==> config.mk <==
export PLATFORM = sky130hd
export DESIGN_NAME = adbg_lint_burst_ctrl
export DESIGN_NICKNAME = d
export VERILOG_FILES = /design/src/rtl/adbg_lint_burst_ctrl.sv
export SDC_FILE = /design/constraint.sdc
export NUM_CORES = 1
export LEC_CHECK = 0
export ABC_AREA = 1
export BUFFER_PORTS_ARGS = -buffer_cell sky130_fd_sc_hd__buf_2
export CORE_AREA = 3 3 138 140
export CTS_BUF_LIST = sky130_fd_sc_hd__clkbuf_2 sky130_fd_sc_hd__clkbuf_4 sky130_fd_sc_hd__clkbuf_8
export DETAILED_ROUTE_END_ITERATION = 10
export DIE_AREA = 0 0 141 143
export PLACE_DENSITY = 0.72
export SLEW_MARGIN = 5
export SYNTH_ARGS = -nofsm -noshare
export SYNTH_HDL_FRONTEND = slang
export SYNTH_SLANG_ARGS = --single-unit
==> constraint.sdc <==
create_clock -name clk_i -period 3.1 [get_ports clk_i]
set_clock_uncertainty 0.15 [all_clocks]
set_input_delay 0.155 -clock clk_i [delete_from_list [all_inputs] [get_ports clk_i]]
set_output_delay 0.155 -clock clk_i [all_outputs]
set_load 0.005 [all_outputs]
==> src/rtl/adbg_lint_burst_ctrl.sv <==
// Burst command engine in front of the debug LINT BIU: one BIU transaction per
// word, auto-incrementing address, MSB-justified write lanes, LSB-justified reads.
module adbg_lint_burst_ctrl #(
    parameter int unsigned ADDR_WIDTH = 32,
    parameter int unsigned CNT_WIDTH  = 16
) (
    input  logic                  clk_i,
    input  logic                  trstn_i,
    input  logic                  cmd_valid_i,
    output logic                  cmd_ready_o,
    input  logic [ADDR_WIDTH-1:0] cmd_addr_i,
    input  logic                  cmd_rd_wrn_i,
    input  logic [3:0]            cmd_size_i,
    input  logic [CNT_WIDTH-1:0]  cmd_count_i,
    input  logic                  abort_i,
    input  logic                  wdata_valid_i,
    input  logic [63:0]           wdata_i,
    output logic                  wdata_ready_o,
    output logic                  rdata_valid_o,
    output logic [63:0]           rdata_o,
    input  logic                  rdata_ready_i,
    output logic                  biu_strobe_o,
    output logic                  biu_rd_wrn_o,
    output logic [ADDR_WIDTH-1:0] biu_addr_o,
    output logic [63:0]           biu_data_o,
    output logic [3:0]            biu_word_size_o,
    input  logic                  biu_rdy_i,
    input  logic [63:0]           biu_data_i,
    input  logic                  biu_err_i,
    output logic                  busy_o,
    output logic                  done_o,
    output logic                  err_o
);

    typedef enum logic [2:0] {StIdle, StIssue, StWait, StRdout, StDone} state_e;

    state_e                r_state;
    state_e                w_state_nxt;
    logic [ADDR_WIDTH-1:0] r_addr;
    logic [3:0]            r_size;
    logic                  r_rd_wrn;
    logic [CNT_WIDTH-1:0]  r_count;
    logic                  r_abort;
    logic                  r_err;
    logic [63:0]           r_rdata;
    logic                  r_rdata_valid;

    logic                  w_size_ok;
    logic                  w_misaligned;
    logic                  w_abort;
    logic                  w_strobe;
    logic                  w_accept;
    logic [CNT_WIDTH-1:0]  w_cnt_dec;
    logic [63:0]           w_wdata_msb;
    logic [63:0]           w_rdata_mask;

    assign w_size_ok    = cmd_size_i inside {4'd1, 4'd2, 4'd4, 4'd8};
    // Only meaningful for legal sizes (power of two up to 8).
    assign w_misaligned = |(cmd_addr_i[3:0] & (cmd_size_i - 4'd1));
    // An abort in the current cycle counts as well as a latched one.
    assign w_abort      = r_abort | abort_i;
    assign w_accept     = w_strobe & biu_rdy_i;
    assign w_cnt_dec    = r_count - CNT_WIDTH'(1);

    // Byte-lane justification: writes to the MSB end, reads masked to size bytes.
    always_comb begin
        w_wdata_msb  = wdata_i;
        w_rdata_mask = biu_data_i;
        case (r_size)
            4'd1: begin
                w_wdata_msb  = {wdata_i[7:0], 56'd0};
                w_rdata_mask = {56'd0, biu_data_i[7:0]};
            end
            4'd2: begin
                w_wdata_msb  = {wdata_i[15:0], 48'd0};
                w_rdata_mask = {48'd0, biu_data_i[15:0]};
            end
            4'd4: begin
                w_wdata_msb  = {wdata_i[31:0], 32'd0};
                w_rdata_mask = {32'd0, biu_data_i[31:0]};
            end
            default: begin
                w_wdata_msb  = wdata_i;
                w_rdata_mask = biu_data_i;
            end
        endcase
    end

    // Next-state decode and BIU strobe generation.
    always_comb begin
        w_state_nxt = r_state;
        w_strobe    = 1'b0;
        case (r_state)
            StIdle: begin
                if (cmd_valid_i) begin
                    if (!w_size_ok || w_misaligned || (cmd_count_i == '0)) begin
                        w_state_nxt = StDone;
                    end else begin
                        w_state_nxt = StIssue;
                    end
                end
            end
            StIssue: begin
                if (w_abort) begin
                    w_state_nxt = StDone;
                end else begin
                    w_strobe = r_rd_wrn | wdata_valid_i;
                    if (w_strobe && biu_rdy_i) begin
                        w_state_nxt = StWait;
                    end
                end
            end
            StWait: begin
                if (biu_rdy_i) begin
                    if (r_rd_wrn) begin
                        w_state_nxt = StRdout;
                    end else if ((w_cnt_dec != '0) && !w_abort) begin
                        w_state_nxt = StIssue;
                    end else begin
                        w_state_nxt = StDone;
                    end
                end
            end
            StRdout: begin
                // r_count was already decremented when the word completed.
                if (rdata_ready_i) begin
                    w_state_nxt = ((r_count != '0) && !w_abort) ? StIssue : StDone;
                end
            end
            StDone:  w_state_nxt = StIdle;
            default: w_state_nxt = StIdle;
        endcase
    end

    // State register.
    always_ff @(posedge clk_i or negedge trstn_i) begin
        if (!trstn_i) begin
            r_state <= StIdle;
        end else begin
            r_state <= w_state_nxt;
        end
    end

    // Burst context, abort latch, error and read-data registers.
    always_ff @(posedge clk_i or negedge trstn_i) begin
        if (!trstn_i) begin
            r_addr        <= '0;
            r_size        <= '0;
            r_rd_wrn      <= 1'b1;
            r_count       <= '0;
            r_abort       <= 1'b0;
            r_err         <= 1'b0;
            r_rdata       <= '0;
            r_rdata_valid <= 1'b0;
        end else begin
            if (r_state == StIdle) begin
                r_abort <= 1'b0;
            end else if (abort_i) begin
                r_abort <= 1'b1;
            end
            if ((r_state == StIdle) && cmd_valid_i) begin
                r_addr   <= cmd_addr_i;
                r_size   <= cmd_size_i;
                r_rd_wrn <= cmd_rd_wrn_i;
                r_count  <= cmd_count_i;
                r_err    <= !w_size_ok || w_misaligned;
            end
            if ((r_state == StWait) && biu_rdy_i) begin
                r_err   <= r_err | biu_err_i;
                r_addr  <= r_addr + ADDR_WIDTH'(r_size);
                r_count <= w_cnt_dec;
                if (r_rd_wrn) begin
                    r_rdata       <= w_rdata_mask;
                    r_rdata_valid <= 1'b1;
                end
            end
            if ((r_state == StRdout) && rdata_ready_i) begin
                r_rdata_valid <= 1'b0;
            end
        end
    end

    assign cmd_ready_o     = (r_state == StIdle);
    assign busy_o          = (r_state != StIdle);
    assign done_o          = (r_state == StDone);
    assign err_o           = r_err;
    assign wdata_ready_o   = w_accept & ~r_rd_wrn;
    assign rdata_valid_o   = r_rdata_valid;
    assign rdata_o         = r_rdata;
    assign biu_strobe_o    = w_strobe;
    assign biu_rd_wrn_o    = r_rd_wrn;
    assign biu_addr_o      = r_addr;
    assign biu_word_size_o = r_size;
    assign biu_data_o      = ((r_state == StIssue) && !r_rd_wrn) ? w_wdata_msb : '0;

endmodule
; ---- Word level (Yosys, flattened, before mapping)
; Cells that the tools add are included.
[classes]
n_addsub = 3
n_mul = 0
div_mod_pow = 0
order_cmp = 0
eq_ne = 15
shifts = 0
n_mux = 26
bitwise = 7
n_reduce_logical = 26
[ops]
columns = cell, n
row1 = $pmux W64 S3, 2
row2 = $mux W32, 2
row3 = $mux W64, 1
row4 = $add A32 B4 Y32, 1
row5 = $mux W16, 2
row6 = $reduce_bool A16 Y1, 2
row7 = $mux W3, 9
row8 = $logic_not A16 Y1, 1
row9 = $sub A16 B1 Y16 const B, 1
row10 = $pmux W3 S4, 1
row11 = $mux W1, 9
row12 = $eq A4 B1 Y1 const B, 2
row13 = $eq A4 B2 Y1 const B, 2
row14 = $eq A4 B3 Y1 const B, 2
row15 = $reduce_bool A2 Y1, 4
row16 = $logic_and A1 B1 Y1, 7
row17 = $eq A3 B2 Y1 const B, 2
row18 = $ne A2 B2 Y1 const B, 3
row19 = $and A4 B4 Y4, 1
row20 = $eq A4 B4 Y1 const B, 1
row21 = $reduce_and A2 Y1, 2
row22 = $reduce_and A4 Y1, 1
row23 = $reduce_bool A4 Y1, 1
row24 = $reduce_or A4 Y1, 1
row25 = other kinds (11), 17
[totals]
ff_bits = 123
latch_bits = 0
ramBits = 0
romBits = 0
inputBits = 189
output_inout_bits = 172
wordCells = 86
n_memories = 0

; ---- Depth between registers and ports, before layout
; Gate-level depths: netlist (run 1).
[depth]
depth_word = 8
depth_mapped = 15
mapped_depth_nobuf = 15

; ---- Worst setup path before layout (run 1)
; Ideal clock, no wire load.
[synth_path]
path_kind = reg2reg
from = register r_size[0] (netlist: biu_word_size_o[0])
to = register r_addr[26] (netlist: biu_addr_o[26])
setup_ns = 0.124
arrival_time_ns = 2.068
t_required_ns = 2.826
setup_slack_ns = 0.758
path_stages_with_launch = 16
path_buffers = 0
synth_period_minus_slack_ns = 2.342
cell_sequence = dfrtp_1 -> ha_1 -> inv_1 -> fa_1 -> nand3b_1 -> nand2_1 -> nand2_2 -> nor2_4 -> nand2_2 -> nor2_4 -> nand2_2 -> nor2_4 -> nand2_1 -> xnor2_1 -> nand2_1 -> nand3_1
[synth_via]
elab_chain_cells = 2
[synth_rtl]
columns = element, line
row1 = start: declaration, 40  ; logic [3:0] r_size;
row2 = start signal: assignment, 163  ; r_size <= cmd_size_i;
row3 = $add A32 B4 Y32, 170  ; r_addr <= r_addr + ADDR_WIDTH'(r_size);
row4 = $mux W32, 168  ; if ((r_state == StWait) && biu_rdy_i) begin
row5 = end signal: assignment, 162  ; r_addr <= cmd_addr_i;
row6 = end signal: assignment, 170
row7 = end: declaration, 39  ; logic [ADDR_WIDTH-1:0] r_addr;
; No other way between the ends.
; A chain may end at the register's enable or synchronous reset.

; ---- Worst setup path after layout (run 1)
[layout_path]
from = register r_state[0]
to = output biu_data_o[47]
[layout_via]
elab_chain_cells = 3
[layout_rtl]
columns = element, line
row1 = start: declaration, 37  ; state_e r_state;
row2 = start signal: assignment, 138  ; r_state <= StIdle;
row3 = start signal: assignment, 140  ; r_state <= w_state_nxt;
row4 = $eq A3 B1 Y1, 194  ; assign biu_data_o = ((r_state == StIssue) && !r_rd_wrn) ? w_wdata_msb : '0;
row5 = $logic_and A1 B1 Y1, 194
row6 = $mux W64, 194
row7 = end: declaration, 25  ; output logic [63:0] biu_data_o,
; No other way between the ends.

==> impl_metrics.csv, run 1 <==
group,metric,value,unit
status,status,"completed",
critical_path,critPathKind,"register to primary output",
timing,setup_viol,0,
critical_path,ff2ff_path_depth,15,
synthesis,synthMuxAreaShare,0,
routing,post_drt_via_cell_ratio,5.20,
critical_path,rr_endpoint,"biu_addr_o[26]",
cts,cts_tree,"built",
global_route,grt_start_max_net_pins,66,
timing,tns,0,ns
routing,wirelength,29900,um
cts,htree_num_levels,4,
cts,clock-sinks,123,
timing,fin_hold_ws,0.154,ns
routing,wl_met2,14300,um
global_route,grt.overflow.total,0,
critical_path,reg2reg_from,"biu_word_size_o[0]",
finish,area_growth,48.4,%
critical_path,endpoint,"biu_data_o[47]",
synthesis,yosys.area_share.simple,0.349,
synthesis,synthFlopType,"dfrtp_1",
finish,multi_input_area,3850,um^2
critical_path,critPathLaunchType,"register",
pwr,p_clk_frac,0.175,
routing,ant_nets,0,
finish,mostFrequentLayoutCells,"359 x buf_2, 295 x nand2_1, 123 x dlygate4sd3_1, 122 x dfrtp_1, 110 x nor2_1",
pwr,comb_power_share,0.474,
finish,antennaDiodeCount,0,
finish,regArea,3080,um^2
timing,fmax,370,MHz
timing,slew_viol_final,0,
die,start_util,0.421,
finish,final_area,11200,um^2
cts,clock_latency,0.43,ns
die,dieArea,20200,um^2
synthesis,ys_types,45,
cts,cts_buffers,17,
pwr,p_int,0.00473,W
routing,drt-initial-drc-count,588,
critical_path,worst-path-max-fanout,64,
pwr,ir_drop,429,uV
finish,layout.nets,1716,
global_route,antenna_found_initial,5,
timing,finalCritPeriodShare,0.872,
routing,wl_per_cell,17.0,um
critical_path,rrSetupSlack,0.51,ns
die,io_pins,361,
critical_path,required,2.79,ns
flow_run,drv_cap,0,
synthesis,synth_area,7560,um^2
timing,max_slew.worst_pin.slew,1.04,ns
finish,layout_commonest_cell,"buf_2",
synthesis,syn_nets,1248,
routing,via_count,9136,
synthesis,synthAdderAreaFrac,0.0192,
synthesis,synth_top_family_by_area,"simple AND/OR/NAND/NOR gates",
critical_path,critPathCaptureType,"primary output",
cts,cts_root_buf,"clkbuf_8",
placed_design,gp_congestion,0.907,
routing,routed.top_layer,"met5",
routing,met1Wirelength,11800,um
synthesis,synth_warnings,0,
synthesis,syn_avg_cell_area,7.21,um^2
timing,hold_violations,0,
global_route,grt_first_pass_wirelength,46300,um
timing,rsz0062_at_grt,"no",
routing,dr.pass1.iters,5,
placed_design,placed_area,9560,um^2
critical_path,arrival,2.40,ns
die,rows,49,
timing,maxSlewHeadroom,0.306,
die,core,18000,um^2
placed_design,io_buffers,360,
synthesis,ys_seq_area_frac,0.408,
global_route,grt_pass1_vias,8876,
timing,fin_crit,2.70,ns
synthesis,synth_edf_count,0,
pwr,switching_share,0.448,
pwr,p_switching,0.00384,W
die,die_x,141,um
placed_design,hpwl,21200,um
die,die_height,143,um
synthesis,synth-async-reset-ratio,1.00,
finish,fillers,1562,
routing,routed-wl-met3,2970,um
synthesis,synthXorXnorAreaFrac,0.0290,
cts,clockBufferDepth,2,
pwr,power.density,765,nW/um^2
finish,drive_above_1_share,0.296,
pwr,seqPwrFrac,0.351,
synthesis,synth-compound-area-share,0.112,
cts,clk_pin_slew,0.07,ns
pwr,p_leak,6.01,nW
min_path,hold_path.class,"input port to register",
synthesis,netlist_instances,1048,
routing,drc_errors,0,
global_route,track_usage,0.286,
critical_path,startpoint,"r_state[0]",
synthesis,synth_seq_cells,123,
==> sequential cells by signal, indices dropped and copies added (netlist names) <==
name             cells
rdata_o             64
biu_addr_o          32
r_count             16
biu_word_size_o      4
r_state              3
biu_rd_wrn_o         1
err_o                1
r_abort              1
rdata_valid_o        1
==> worst max-delay path, stage by stage, from the launching register on <==
cell	delay, ns
dfrtp_1	0.46
inv_1	0.08
nor2_1	0.05
inv_1	0.10
nor2_1	0.05
inv_1	0.08
nor2_1	0.06
inv_2	0.74
nor2_1	0.15
buf_2	0.18
==> routing by layer <==
layer	vias to the layer above	track usage
met1	4253	0.358
met3	60	0.0995
li1	4381	-
met4	10	0.0954
met5	-	0
met2	432	0.466
==> repair_timing <==
action,in CTS,in global routing
endpoints found under the hold margin,179,0
gates resized for setup,0,2
endpoints found under the setup margin,0,1
hold buffers,123,0
setup buffers,0,0
==> cell usage after synthesis, drive strengths merged (2+ instances only) <==
cell	count	area, um^2
a221oi	6	52.6
ha	10	125
nand2	305	1170
buf	30	161
xor2	20	175
nand3	91	465
o21ai	35	179
nor3	50	288
nor3b	3	22.5
dfrtp	122	3050
nor4	9	62.6
o221ai	10	87.6
nand4	13	81.3
o22ai	19	119
xnor2	5	43.8
or2	2	12.5
inv	106	398
clkbuf	19	71.3
a21oi	38	190
nand3b	2	15.0
o211ai	21	158
nor2	122	513
==> through the flow <==
stage	power (W)	worst slack [ns]	cells	utilization
6_report	0.00858	0.398	1758	0.624
5_1_grt	0.00925	0.183	1758	0.624
4_1_cts	0.00853	0.266	1758	0.624
3_5_place_dp	0.00687	0.515	1603	0.532
3_3_place_gp	0.00679	0.607	1603	0.532
2_1_floorplan	0.00527	0.758	1048	-
==> worst min path at each step <==
| stage | from | endpoint | slack (ns) | depth (start not counted) |
|---|---|---|---|---|
| after floorplan | trstn_i | biu_addr_o[0] | -0.29 | 0 |
| after global placement | trstn_i | biu_word_size_o[2] | 0.15 | 1 |
| after detailed placement | trstn_i | biu_word_size_o[2] | 0.15 | 1 |
| after CTS | wdata_valid_i | r_state[0] | 0.13 | 6 |
| after global routing | wdata_valid_i | r_state[0] | 0.19 | 6 |
| final | wdata_valid_i | r_state[0] | 0.15 | 6 |
==> power groups by stage <==
stage | sequential (W) | combinational, W | clock, W
after floorplan | 0.00294 | 0.00234 | 0
after global placement | 0.00297 | 0.00381 | 0
after detailed placement | 0.00300 | 0.00387 | 0
after CTS | 0.00298 | 0.00401 | 0.00154
after global routing | 0.00311 | 0.00454 | 0.00161
final | 0.00301 | 0.00407 | 0.00150
==> cell families after synthesis <==
group | count (synthesis)
AO/OA/AOI/OAI | 136
adder cells (fa/ha/maj) | 11
AND/OR/NAND/NOR | 598
buffers and inverters | 155
XOR/XNOR | 25
flip-flops | 123
==> final cells by class <==
type / count / share of cell area
Timing Repair Buffer: 498 / 0.283
Clock buffer: 18 / 0.0221
Tap cell: 229 / 0.0256
Inverter: 106 / 0.0357
Clock inverter: 14 / 0.0154
Sequential cell: 123 / 0.275
Multi-Input combinational cell: 770 / 0.344
Power figures use the tool's default switching activity.
==> run 2, diff against run 1 <==
==> constraint.sdc (replaced) <==
create_clock -name clk_i -period 2.6 [get_ports clk_i]
set_clock_uncertainty 0.15 [all_clocks]
set_input_delay 0.13 -clock clk_i [delete_from_list [all_inputs] [get_ports clk_i]]
set_output_delay 0.13 -clock clk_i [all_outputs]
set_load 0.005 [all_outputs]
==> impl_metrics.csv, run 2 (same netlist as run 1, synthesis figures left out) <==
group,metric,value,unit
die,die_x,141,um
cts,clock-sinks,123,
pwr,power.density,918,nW/um^2
global_route,track_usage,0.287,
pwr,p_total,0.0104,W
finish,largest_reg_flops,64,
finish,regArea,3080,um^2
cts,clk_pin_slew,0.08,ns
finish,area_growth,49.4,%
cts,clock_latency,0.43,ns
die,io_pins,361,
pwr,p_clk_frac,0.170,
die,dieArea,20200,um^2
routing,routed.top_layer,"met5",
timing,finalCritPeriodShare,0.941,
cts,cts_buffers,17,
die,die_height,143,um
flow_run,drv_cap,0,
timing,slew_viol_final,0,
pwr,seqPwrFrac,0.348,
routing,ant_nets,0,
cts,htree_num_levels,4,
routing,via_count,9330,
critical_path,critPathLaunchType,"register",
timing,setup_viol,0,
routing,post_drt_via_cell_ratio,5.27,
routing,wirelength,30300,um
min_path,hold_path.class,"input port to async pin",
finish,drive_above_1_share,0.302,
critical_path,required,2.77,ns
global_route,grt_start_max_net_pins,65,
pwr,comb_power_share,0.482,
timing,hold_violations,0,
cts,cts_tree,"built",
timing,tns,0,ns
finish,multi_input_area,3860,um^2
cts,clockBufferDepth,2,
global_route,grt.overflow.total,0,
global_route,antenna_found_initial,8,
critical_path,worst-path-max-fanout,4,
routing,drc_errors,0,
cts,cts_root_buf,"clkbuf_8",
finish,layout_commonest_cell,"buf_2",
die,core,18000,um^2
timing,fmax,409,MHz
timing,fin_crit,2.45,ns
placed_design,gp_congestion,0.924,
pwr,ir_drop,594,uV
pwr,p_leak,6.04,nW
timing,maxSlewHeadroom,0.300,
pwr,p_int,0.00571,W
placed_design,hpwl,21400,um
timing,max_slew.worst_pin.slew,1.05,ns
pwr,p_switching,0.00465,W
routing,drt-initial-drc-count,705,
routing,routed-wl-met3,3080,um
die,rows,49,
finish,fillers,1567,
global_route,grt_pass1_vias,9007,
timing,rsz0062_at_grt,"no",
routing,dr.pass1.iters,7,
critical_path,critPathCaptureType,"register",
critical_path,critPathKind,"register to register",
finish,mostFrequentLayoutCells,"359 x buf_2, 294 x nand2_1, 124 x dlygate4sd3_1, 120 x dfrtp_1, 110 x nor2_1",
critical_path,arrival,2.62,ns
pwr,switching_share,0.449,
finish,layout.nets,1724,
global_route,grt_first_pass_wirelength,46600,um
routing,wl_met2,14000,um
die,start_util,0.421,
routing,met1Wirelength,12100,um
placed_design,io_buffers,360,
status,status,"completed",
routing,wl_per_cell,17.1,um
run 2: cell types whose count changed in the layout (fill, tap and decap cells not counted), sizes merged, moves of 2 or more:
cell      change
clkinv        -6
clkinvlp      +2
buf           +7
diode         +3
clkbuf        +4
run 2: stage by stage:
stage          setup slack (ns)  hold WS, ns  area (um^2)  utilization  std cells
2_1_floorplan             0.258       -0.316         7560            -       1048
3_3_place_gp              0.110       0.0528         9600        0.535       1609
3_5_place_dp             0.0313       0.0516         9600        0.535       1609
4_1_cts                  0.0289        0.106        11300        0.626       1765
5_1_grt                 0.00451        0.159        11300        0.628       1768
6_report                  0.152        0.126        11300        0.628       1769
run 2: path summary, 6_finish.rpt:
path	startpoint	slack (ns)	end	cells after the start
worst max-delay path	biu_word_size_o[0]	0.15	biu_addr_o[26]	15
worst min-delay path	trstn_i	0.13	biu_word_size_o[2]	2
worst max register to register	biu_word_size_o[0]	0.15	biu_addr_o[26]	15
worst min register to register	rdata_o[7]	0.32	rdata_o[7]	2
max in group asynchronous	trstn_i	1.39	r_count[13]	3
min in group clk_i	wdata_valid_i	0.13	r_state[0]	6
run 2: layer usage:
metal / GRT usage / vias to the layer above
met5: 0 / -
met4: 0.120 / 10
li1: - / 4409
met2: 0.450 / 482
met1: 0.361 / 4339
met3: 0.106 / 90
run 2: timing repair:
action / in CTS / in global routing
setup endpoints to repair: 0 / 39
hold buffers: 124 / 0
setup buffers: 0 / 1
endpoints found under the hold margin: 169 / 0
resized for setup: 0 / 11
run 2: critical path: stages, from the launching register on:
cell      delay, ns
dfrtp_1        0.39
ha_2           0.19
inv_1          0.08
fa_2           0.36
nand3b_1       0.18
nand2_2        0.12
nand2_2        0.08
nor2_4         0.11
nand2_2        0.08
nor2_4         0.10
nand2_2        0.08
nor2_4         0.10
nand2_1        0.07
xnor2_1        0.13
nand2_1        0.06
nand3_1        0.07
run 2: power groups by stage:
stage | clock (W) | combinational [W] | sequential [W]
finish | 0.00176 | 0.00500 | 0.00360
global route | 0.00188 | 0.00556 | 0.00371
CTS | 0.00179 | 0.00489 | 0.00355
detailed placement | 0 | 0.00472 | 0.00357
global placement | 0 | 0.00465 | 0.00355
floorplan | 0 | 0.00279 | 0.00350
run 2: layout make-up:
class,instances,area share
Multi-Input combinational cell,770,0.342
Timing Repair Buffer,506,0.287
Sequential cell,123,0.273
Inverter,106,0.0357
Clock buffer,22,0.0263
Tap cell,229,0.0254
Clock inverter,10,0.0101
Antenna cell,3,0.000665
